### config.mk
export PLATFORM = sky130hd
export DESIGN_NAME = led_count_ctrl
export DESIGN_NICKNAME = d
export VERILOG_FILES = /design/src/rtl/led_ctrl_pkg.sv /design/src/rtl/tick_gen.sv /design/src/rtl/led_count_ctrl.sv
export SDC_FILE = /design/constraint.sdc
export NUM_CORES = 1
export LEC_CHECK = 0
export ABC_AREA = 1
export BUFFER_PORTS_ARGS = -buffer_cell sky130_fd_sc_hd__buf_4
export CAP_MARGIN = 15
export CELL_PAD_IN_SITES_DETAIL_PLACEMENT = 2
export CELL_PAD_IN_SITES_GLOBAL_PLACEMENT = 2
export CORE_MARGIN = 2
export CORE_UTILIZATION = 30
export CTS_BUF_LIST = sky130_fd_sc_hd__clkbuf_8
export DETAILED_ROUTE_END_ITERATION = 16
export PLACE_DENSITY = 0.83
export RECOVER_POWER = 25
export SLEW_MARGIN = 20
export SYNTH_ARGS = -nofsm -noshare
export SYNTH_HDL_FRONTEND = slang
export SYNTH_SLANG_ARGS = --single-unit
### constraint.sdc
create_clock -name clk -period 2 [get_ports clk]
set_input_delay 0.1 -clock clk [delete_from_list [all_inputs] [get_ports clk]]
set_output_delay 0.1 -clock clk [all_outputs]
set_load 0.05 [all_outputs]
### src/rtl/led_ctrl_pkg.sv
// Shared definitions for the LED counter controller: opcodes, FSM state encoding and
// small helpers used by the top level.
package led_ctrl_pkg;

  // Width of the state_o port and of the state encoding.
  localparam int unsigned STATE_W = 2;

  // Width of the command opcode.
  localparam int unsigned OP_W = 3;

  // Command opcodes; 6 and 7 are illegal and only raise err.
  localparam logic [OP_W-1:0] OP_STOP   = 3'd0;
  localparam logic [OP_W-1:0] OP_UP     = 3'd1;
  localparam logic [OP_W-1:0] OP_DOWN   = 3'd2;
  localparam logic [OP_W-1:0] OP_PAUSE  = 3'd3;
  localparam logic [OP_W-1:0] OP_RESUME = 3'd4;
  localparam logic [OP_W-1:0] OP_LOAD   = 3'd5;

  // Encoding is visible on state_o, so the values are fixed explicitly.
  typedef enum logic [STATE_W-1:0] {
    StIdle    = 2'd0,
    StRunUp   = 2'd1,
    StRunDown = 2'd2,
    StPaused  = 2'd3
  } state_e;

  // True in the two states where the prescaler counts and the counter steps.
  function automatic logic is_running(state_e s);
    return (s == StRunUp) || (s == StRunDown);
  endfunction

  // Restore the run state remembered at PAUSE (dir_down = 1 means counting down).
  function automatic state_e run_state(logic dir_down);
    return dir_down ? StRunDown : StRunUp;
  endfunction

endpackage

### src/rtl/tick_gen.sv
// Step-rate prescaler: counts 0..DIV-1 while running and emits a tick at DIV-1.
// clr forces zero, hold freezes the count (used across PAUSE/RESUME), and the count
// collapses to zero whenever the block is neither running nor holding.
module tick_gen #(
  parameter int unsigned DIV = 4
) (
  input  logic clk,
  input  logic reset,
  input  logic run,
  input  logic clr,
  input  logic hold,
  output logic tick
);

  // At least one bit so DIV=1 still elaborates; the count then stays at 0 and ticks always.
  localparam int unsigned PW = (DIV > 1) ? $clog2(DIV) : 1;
  localparam logic [PW-1:0] LAST = PW'(DIV - 1);

  logic [PW-1:0] pre_q, pre_d;

  assign tick = run && (pre_q == LAST);

  // Next prescaler value; clr has priority so LOAD/UP/DOWN restart even while paused.
  always_comb begin
    pre_d = pre_q;
    if (clr) begin
      pre_d = '0;
    end else if (hold) begin
      pre_d = pre_q;
    end else if (run) begin
      pre_d = tick ? '0 : pre_q + PW'(1);
    end else begin
      pre_d = '0;
    end
  end

  // Prescaler register.
  always_ff @(posedge clk or posedge reset) begin
    if (reset) begin
      pre_q <= '0;
    end else begin
      pre_q <= pre_d;
    end
  end

endmodule

### src/rtl/led_count_ctrl.sv
// Command-driven LED counter controller. Accepts one command per two clocks over a
// valid/ready handshake, runs a run/pause/direction FSM and steps an up/down counter
// whose value drives the LEDs directly.
module led_count_ctrl
  import led_ctrl_pkg::*;
#(
  parameter int unsigned CNT_W    = 4,
  parameter int unsigned DIV      = 4,
  parameter bit          ONE_SHOT = 1'b0
) (
  input  logic               clk,
  input  logic               reset,
  input  logic               cmd_valid,
  output logic               cmd_ready,
  input  logic [OP_W-1:0]    cmd_op,
  input  logic [CNT_W-1:0]   cmd_data,
  output logic [CNT_W-1:0]   led,
  output logic [STATE_W-1:0] state_o,
  output logic               wrap,
  output logic               err
);

  state_e           state_q, state_d;
  logic             dir_down_q, dir_down_d;
  logic [CNT_W-1:0] cnt_q, cnt_d;
  logic             ready_q, ready_d;
  logic             wrap_q, wrap_d;
  logic             err_q, err_d;

  logic accept;
  logic running;
  logic tick;
  logic pre_clr;
  logic pre_hold;
  logic step_en;
  logic at_wrap;

  assign accept  = cmd_valid && ready_q;
  assign running = is_running(state_q);

  tick_gen #(
    .DIV (DIV)
  ) u_tick_gen (
    .clk   (clk),
    .reset (reset),
    .run   (running),
    .clr   (pre_clr),
    .hold  (pre_hold),
    .tick  (tick)
  );

  // Command decode: an accepted command overrides the step that a tick would cause,
  // except for illegal opcodes and ignored PAUSE/RESUME, which let the step proceed.
  always_comb begin
    state_d    = state_q;
    dir_down_d = dir_down_q;
    err_d      = 1'b0;
    pre_clr    = 1'b0;
    pre_hold   = (state_q == StPaused);
    step_en    = tick;
    cnt_d      = cnt_q;
    if (accept) begin
      unique case (cmd_op)
        OP_STOP: begin
          state_d = StIdle;
          cnt_d   = '0;
          pre_clr = 1'b1;
          step_en = 1'b0;
        end
        OP_UP: begin
          state_d = StRunUp;
          pre_clr = 1'b1;
          step_en = 1'b0;
        end
        OP_DOWN: begin
          state_d = StRunDown;
          pre_clr = 1'b1;
          step_en = 1'b0;
        end
        OP_PAUSE: begin
          // A PAUSE on a tick edge freezes the prescaler at DIV-1 so RESUME steps at once.
          if (running) begin
            state_d    = StPaused;
            dir_down_d = (state_q == StRunDown);
            pre_hold   = 1'b1;
            step_en    = 1'b0;
          end
        end
        OP_RESUME: begin
          if (state_q == StPaused) begin
            state_d = run_state(dir_down_q);
          end
        end
        OP_LOAD: begin
          cnt_d   = cmd_data;
          pre_clr = 1'b1;
          step_en = 1'b0;
        end
        default: begin
          err_d = 1'b1;
        end
      endcase
    end
  end

  // Counter step and wrap detection; tick only fires in a run state.
  always_comb begin
    wrap_d  = 1'b0;
    at_wrap = 1'b0;
    if (step_en) begin
      if (state_q == StRunDown) begin
        at_wrap = (cnt_q == '0);
      end else begin
        at_wrap = &cnt_q;
      end
      wrap_d = at_wrap;
    end
  end

  // Final counter/state next values once the step decision is known.
  logic [CNT_W-1:0] cnt_next;
  state_e           state_next;

  always_comb begin
    cnt_next   = cnt_d;
    state_next = state_d;
    if (step_en) begin
      cnt_next = (state_q == StRunDown) ? cnt_q - CNT_W'(1) : cnt_q + CNT_W'(1);
      if (at_wrap && ONE_SHOT) begin
        state_next = StIdle;
      end
    end
  end

  // Ready drops for the single cycle after every accept.
  always_comb begin
    ready_d = !accept;
  end

  // FSM state and remembered direction.
  always_ff @(posedge clk or posedge reset) begin
    if (reset) begin
      state_q    <= StIdle;
      dir_down_q <= 1'b0;
    end else begin
      state_q    <= state_next;
      dir_down_q <= dir_down_d;
    end
  end

  // LED counter.
  always_ff @(posedge clk or posedge reset) begin
    if (reset) begin
      cnt_q <= '0;
    end else begin
      cnt_q <= cnt_next;
    end
  end

  // Handshake ready and one-cycle event pulses.
  always_ff @(posedge clk or posedge reset) begin
    if (reset) begin
      ready_q <= 1'b0;
      wrap_q  <= 1'b0;
      err_q   <= 1'b0;
    end else begin
      ready_q <= ready_d;
      wrap_q  <= wrap_d;
      err_q   <= err_d;
    end
  end

  assign cmd_ready = ready_q;
  assign led       = cnt_q;
  assign state_o   = state_q;
  assign wrap      = wrap_q;
  assign err       = err_q;

endmodule

* Word level (Yosys, flattened, before mapping)
Cells that the tools add are included.
Storage, ports and cells: input bits 10, register bits after elaboration 12, logic and storage cells 61
Cells by class: mux-type cells 24, reduce and logical (&&, ||, !) cells 15, add/subtract/negate cells 3, equal/unequal tests 12
Operators with widths (number):
- $mux 2 | 7
- $mux 4 | 3
- $mux 1 | 11
- $pmux 2 s5 | 1
- $pmux 4 s2 | 1
- $reduce_and 4->1 | 2
- $eq 2x2->1 const B | 3
- $eq 3x2->1 const B | 2
- $eq 3x3->1 const B | 2
- $reduce_or 6->1 | 1
- $reduce_bool 5->1 | 1
- $add 4x1->4 const B | 1
- $logic_not 4->1 | 1
- $ne 2x2->1 const B | 2
- $reduce_or 4->1 | 1
- $sub 4x1->4 const B | 1
- $eq 3x1->1 const B | 1
- $logic_not 3->1 | 1
- $reduce_and 3->1 | 1
- $reduce_bool 3->1 | 1
- $add 2x1->2 const B | 1
- $eq 2x1->1 const B | 1
- $logic_and 1x1->1 | 2
- $ne 2x1->1 const B | 1
- other kinds (5) | 5

* Depth between registers and ports, before layout
Gate-level depths: netlist of the first run.
depth in word-level cells 8, mapped depth 10, depth with buffers taken out 10

* Cells and area by module
Synthesis of the first run repeated with hierarchy kept, for this count alone.
Second synthesis, totals: cells, all modules 124, area, all modules 874.6 um^2
Modules (own cells, without submodules):
- led_count_ctrl | sequential area each 250.2 um^2, cells an instance 105, instances 1, area each 744.5 um^2
- tick_gen | sequential area each 50.0 um^2, cells an instance 19, instances 1, area each 130.1 um^2

* Worst setup path before layout of the first run
Ideal clock, no wire load.
kind reg2reg, start point reg state_q[0], in the netlist state_o[0], end point reg cnt_q[3], in the netlist led[3], slack -0.005 ns, setup time 0.078 ns, buffers on the path 0, cell stages (with the launch flop) 10, data arrival time 1.927 ns, clock period less this slack 2.005 ns, cells stage by stage dfrtp_1 inv_1 ha_1 ha_1 or2_2 nand2_1 nand2_1 nand2_1 nand2_1 a21oi_1
Between the ends: cells in the longest elaborated chain, start to end 8
Ends and longest elaborated chain:
- from (decl) | line led_count_ctrl.sv:23 | state_e state_q, state_d;
- from (signal assigned) | line led_count_ctrl.sv:143 | state_q <= StIdle;
- from (signal assigned) | line led_count_ctrl.sv:146 | state_q <= state_next;
- $eq 2x1->1 / $eq 2x2->1 (equally long branches) | line led_ctrl_pkg.sv:29, led_count_ctrl.sv:128
- $logic_or 1x1->1 | line led_ctrl_pkg.sv:29 | return (s == StRunUp) || (s == StRunDown);
- $logic_and 1x1->1 | line tick_gen.sv:21 | assign tick = run && (pre_q == LAST);
- $mux 1 | line led_count_ctrl.sv:82 | if (running) begin
- $pmux 1 s2 | line led_count_ctrl.sv:63 | unique case (cmd_op)
- $mux 1 | line led_count_ctrl.sv:62 | if (accept) begin
- $reduce_bool 3->1 (no line) / $reduce_bool 2->1 (equally long branches)
- $reduce_and 2->1 (no line)
- to (signal assigned) | line led_count_ctrl.sv:156 | cnt_q <= cnt_next;
- to (decl) | line led_count_ctrl.sv:25 | logic [CNT_W-1:0] cnt_q, cnt_d;
Several ways; a longest one is shown, not always the timed one. A chain may end at the register's enable or synchronous reset.

* Worst setup path in the final report of the first run
Same ends and word-level chain as after synthesis.

==> results.json, run 1 <==
{
  "status": "complete, no violations",
  "ff2ff_setup_slack_ps": 180,
  "mostFrequentLayoutCell": "nand2_1",
  "grt_util_all_layers_pct": 18.0,
  "slew_headroom_pct": 66.0,
  "top_usage_layer": "met2",
  "clockBufferDepth": 2,
  "max_stage_delay_ps": 430,
  "syn_nets": 144,
  "antenna_cells": 0,
  "cts-root-buf": "clkbuf_8",
  "globalRouteOverflowTotal": 0,
  "rr_worst_depth": 9,
  "antenna_found_initial": 0,
  "critPathLaunchType": "flip-flop",
  "use_met2_pct": 30.2,
  "r2r-end": "led[3]",
  "wl_per_cell_um": 14.8,
  "clkSlewWorstSetupHoldPaths_ps": 60,
  "die_area_um2": 3410,
  "cts.hold.buffers_added": 1,
  "seq_area_frac_synth_pct": 33.8,
  "gp_congestion": 0.855,
  "min-delay-start": "cmd_data[0]",
  "reg2reg_from": "state_o[0]",
  "fin_nets": 167,
  "slew_violations": 0,
  "first_pass_iters": 4,
  "crit_chain": "inv_1 > ha_1 > ha_1 > or2_2 > nand2_1 > nand2_1 > nand2_1 > nand2_1 > a21oi_1",
  "die_width_um": 58.4,
  "critical_path_class": "flip-flop to flip-flop",
  "min_period_ps": 1820,
  "min_path_cells": 3,
  "hold_viol": 0,
  "initial_core_util_pct": 31.9,
  "maxCapViolCount": 0,
  "ant_nets": 0,
  "yosysUniqueCellTypes": 23,
  "crit_fanout": 5,
  "final_cells": 180,
  "cts_resized": 0,
  "crit_required_ps": 2170,
  "portBuffers": 18,
  "synthCells": 127,
  "syn_to_final_growth_pct": 25.4,
  "io_pins": 19,
  "drc": 0,
  "numCtsBuffers": 3,
  "met1_usage_pct": 23.3,
  "setup_viol": 0,
  "insertion_delay_ps": 250,
  "max_freq_mhz": 548,
  "drive_gt1_share_pct": 23.5,
  "postCtsSetupRepairBufs": 0,
  "ys_warn_count": 0,
  "grt_pass1_vias": 939,
  "hold_slack_ps": 137,
  "fin_crit_sh_pct": 91.2,
  "grtUsageMet3_pct": 1.32,
  "grt_pass1_wl_um": 4550,
  "hold_path_class": "primary input to flip-flop",
  "grt_max_degree": 13,
  "cts_tree": "built",
  "dp_hpwl_um": 2150,
  "end_kind": "flip-flop",
  "grt_setup_unrepaired": "no",
  "vias_per_cell": 4.83,
  "vias": 869,
  "die_h_um": 58.4,
  "hold_path_end": "led[0]",
  "avgSynthCellArea_um2": 6.99,
  "drtIter0Drc": 15,
  "power_per_cell_area_nw_per_um2": 1000,
  "tns_ps": 0,
  "routed_wl_um": 2660,
  "p_leak_nw": 0.614,
  "peakVddDrop_mv": 0.462,
  "path_common_cell": "nand2_1",
  "worstPathArrival_ps": 2000,
  "fp-row-count": 19,
  "placed_cells": 175,
  "slowest_stage": "dfrtp_2",
  "final_cell_mix": "nand2_1, inv_1, buf_4",
  "syn_area_um2": 888,
  "core_um2": 2780,
  "ys_ff_latch": 12,
  "cts.sink_count": 12,
  "cts_htree_levels": 1,
  "finClkSkew_ps": 9.02,
  "worstMarginPinSlew_ps": 509
}
routing by layer:
metal | wire length [um] | part of all wire [%]
met1 | 1250 | 47
met2 | 1310 | 49
met3 | 43 | 1.6
met4 | 56 | 2.1
met5 | 0 | 0
power breakdown:
group          switching, W  internal (W)  total [W]
sequential        0.0000618      0.000302   0.000363
clock              0.000107      0.000136   0.000243
combinational      0.000339      0.000170   0.000509
total              0.000508      0.000607    0.00112
cell usage after synthesis (all sizes together):
cell	n	area, um^2
o31ai	2	15.0
nor3	4	25.0
nand2	42	168
nor2	8	35.0
a21oi	7	38.8
buf	1	5.00
dfrtp	12	300
o21ai	5	25.0
nand3	12	70.1
xor2	1	8.76
fa	1	20.0
inv	24	90.1
a31oi	1	6.26
or2	1	6.26
ha	6	75.1
flip-flops by register name, indices dropped and copies added, names as in the netlist:
register,cells
cmd_ready,1
dir_down_q,1
err,1
led,4
state_o,2
u_tick_gen.pre_q,2
wrap,1
area by class of cell:
| cell class | instances | area (um^2) |
|---|---|---|
| clock inverters | 1 | 3.75 |
| clock buffers | 3 | 41.3 |
| fillers | 353 | 1670 |
| inverters | 24 | 90.1 |
| flip-flops and latches | 12 | 302 |
| repair buffers | 19 | 145 |
| multi-input cells | 90 | 493 |
| well taps | 31 | 38.8 |
how the worst max path moves through the flow:
stage | cells after the start | start | end
final | 9 | state_o[0] | led[3]
after global routing | 9 | state_o[0] | led[3]
after CTS | 9 | state_o[0] | led[3]
after detailed placement | 9 | state_o[0] | led[3]
after global placement | 8 | state_o[1] | led[3]
after floorplan | 8 | state_o[1] | led[3]
cells by family after synthesis:
family	count (synthesis)	share of synthesized area, %
AOI/OAI and AO/OA	15	9.58
and+or+nand+nor	67	34.2
xor gates and xnor gates	1	0.986
buffers and inverters	25	10.7
adders and majority gates	7	10.7
DFF	12	33.8
critical path: cells and delay by family, from the launching register on:
kind | cells | cell delay, ps
adder cells (fa/ha/maj) | 2 | 540
buffers and inverters | 1 | 90
AND/OR/NAND/NOR | 5 | 540
AO/OA/AOI/OAI | 1 | 140
flip-flops | 1 | 430
stage by stage:
stage          total power, W  area (um^2)  setup slack, ps  utilization (%)
4_1_cts               0.00113         1110              164             40.0
5_1_grt               0.00120         1110             64.7             40.0
3_3_place_gp         0.000857         1060              249             38.1
2_1_floorplan        0.000714          890             86.8                -
6_report              0.00112         1110              175             40.0
3_5_place_dp         0.000882         1060              191             38.1
Note: power is estimated with default switching activity, not from simulation.
==> run 2, diff against run 1 <==
--- a/config.mk
+++ b/config.mk
@@ -11,10 +11,10 @@
 export CELL_PAD_IN_SITES_DETAIL_PLACEMENT = 2
 export CELL_PAD_IN_SITES_GLOBAL_PLACEMENT = 2
 export CORE_MARGIN = 2
-export CORE_UTILIZATION = 30
+export CORE_UTILIZATION = 32
 export CTS_BUF_LIST = sky130_fd_sc_hd__clkbuf_8
 export DETAILED_ROUTE_END_ITERATION = 16
-export PLACE_DENSITY = 0.83
+export PLACE_DENSITY_LB_ADDON = 0.1
 export RECOVER_POWER = 25
 export SLEW_MARGIN = 20
 export SYNTH_ARGS = -nofsm -noshare
==> constraint.sdc (replaced) <==
create_clock -name clk -period 2.11 [get_ports clk]
set_input_delay 0.1055 -clock clk [delete_from_list [all_inputs] [get_ports clk]]
set_output_delay 0.1055 -clock clk [all_outputs]
set_load 0.05 [all_outputs]
==> run 2 against run 1 <==
Setup slack improved by 99 ps. Maximum frequency decreased by 0.60%. Register-to-register slack improved by 99 ps. Utilization increased by 1.7 points. Design area increased by 0.79%. Clock power increased by 9.1%. Wire length increased by 4.7%. Critical path type unchanged.
==> results.json, run 2 (same netlist as run 1, synthesis figures left out) <==
{
  "vias_per_cell": 5.01,
  "maxCapViolCount": 0,
  "grt_pass1_vias": 1030,
  "antenna_found_initial": 0,
  "cp_top_family": "adder cells",
  "seqCellArea_um2": 300,
  "final_cell_mix": "nand2_1, inv_1, buf_4",
  "reg2reg_from": "state_o[0]",
  "cts_tree": "built",
  "min_period_ps": 1840,
  "peakVddDrop_mv": 0.455,
  "grt_max_degree": 13,
  "io_pins": 19,
  "slowest_stage": "dfrtp_1",
  "status": "complete, no violations",
  "fin_crit_sh_pct": 87.0,
  "path_buf_inv": 1,
  "power_per_cell_area_nw_per_um2": 990,
  "crit_fanout": 5,
  "die_width_um": 56.7,
  "min-delay-start": "cmd_data[0]",
  "tns_ps": 0,
  "slew_headroom_pct": 64.1,
  "dp_hpwl_um": 2140,
  "routed_wl_um": 2780,
  "wl_per_cell_um": 15.5,
  "cts-root-buf": "clkbuf_8",
  "finClkSkew_ps": 2.75,
  "crit_start": "state_o[0]",
  "max_stage_delay_ps": 390,
  "path_common_cell": "nand2_1",
  "clockBufferDepth": 2,
  "postCtsSetupRepairBufs": 0,
  "crit_chain": "inv_1 > ha_1 > ha_1 > or2_2 > nand2_1 > nand2_1 > nand2_1 > nand2_1 > a21oi_1",
  "fp-row-count": 19,
  "drc": 0,
  "largest_reg_flops": 4,
  "placed_cells": 175,
  "first_pass_iters": 3,
  "hold_viol": 0,
  "fin_nets": 167,
  "die_area_um2": 3210,
  "max_freq_mhz": 545,
  "critPathLaunchType": "flip-flop",
  "globalRouteOverflowTotal": 0,
  "end_kind": "flip-flop",
  "ant_nets": 0,
  "cts_htree_levels": 1,
  "hold_path_class": "primary input to flip-flop",
  "p_leak_nw": 0.617,
  "mostFrequentLayoutCell": "nand2_1",
  "fillCellCount": 329,
  "final_cells": 180,
  "gp_congestion": 0.751,
  "slew_violations": 0,
  "initial_core_util_pct": 33.1,
  "antenna_cells": 0,
  "drtIter0Drc": 5,
  "setup_viol": 0,
  "drive_gt1_share_pct": 23.5,
  "portBuffers": 18,
  "clkSlewWorstSetupHoldPaths_ps": 60,
  "cts.sink_count": 12,
  "layout_setup_ws_ps": 274,
  "worstPathArrival_ps": 2010,
  "vias": 901,
  "grt_pass1_wl_um": 5060,
  "syn_to_final_growth_pct": 26.3,
  "die_h_um": 56.7,
  "core_um2": 2690,
  "post-place-ws_ps": 297,
  "grt_util_all_layers_pct": 20.5,
  "multi_input_area_um2": 493,
  "critical_path_class": "flip-flop to flip-flop",
  "numCtsBuffers": 3,
  "worstMarginPinSlew_ps": 538,
  "insertion_delay_ps": 250,
  "crit_required_ps": 2290,
  "grt_setup_unrepaired": "no"
}
-- run 2: path summary, 6_finish.rpt --
check	endpoint	slack (ps)	cells after the start
worst min-delay path	led[0]	140	3
worst min register to register	u_tick_gen.pre_q[1]	540	2
worst max-delay path	led[3]	270	9
worst max register to register	led[3]	270	9
min in group asynchronous	err	460	3
max in group asynchronous	dir_down_q	1300	3
-- run 2: through the flow --
step | instance area [um^2] | total power, W | hold WS, ps | util (%)
after global routing | 1120 | 0.00120 | 166 | 41.8
final | 1120 | 0.00111 | 143 | 41.8
after floorplan | 888 | 0.000676 | -29.8 | -
after CTS | 1120 | 0.00112 | 146 | 41.8
after detailed placement | 1060 | 0.000841 | 189 | 39.4
after global placement | 1060 | 0.000815 | 187 | 39.4
-- run 2: repair_timing --
action	in CTS	in global routing
endpoints found under the hold margin	12	0
resized for setup	0	0
hold buffers	1	0
-- run 2: power by group --
group          internal, W  leakage (nW)  switching, W  total, W
clock             0.000165        0.0288      0.000100  0.000265
sequential        0.000285         0.155     0.0000632  0.000348
combinational     0.000160         0.434      0.000337  0.000497
total             0.000611         0.617      0.000500   0.00111
-- run 2: tightest hold or removal path, delay by kind of cell --
family / cells / cell delay (ps)
AOI/OAI and AO/OA: 2 / 160
buffers and inverters: 1 / 80
-- run 2: area by class of cell --
cell class | count | area share [%]
multi-input combinational | 90 | 43.9
sequential | 12 | 26.8
timing repair buffer | 19 | 12.9
inverter | 24 | 8.03
clock buffer | 4 | 4.91
tap | 31 | 3.46
-- run 2: metal layers --
metal	vias up	wire length [um]	global-route usage, %	part of all wire [%]
met2	17	1380	32.9	50
met5	-	0	0	0
li1	441	-	-	-
met1	438	1300	27.9	47
met3	5	52	2.07	1.9
met4	0	48	8.16	1.7
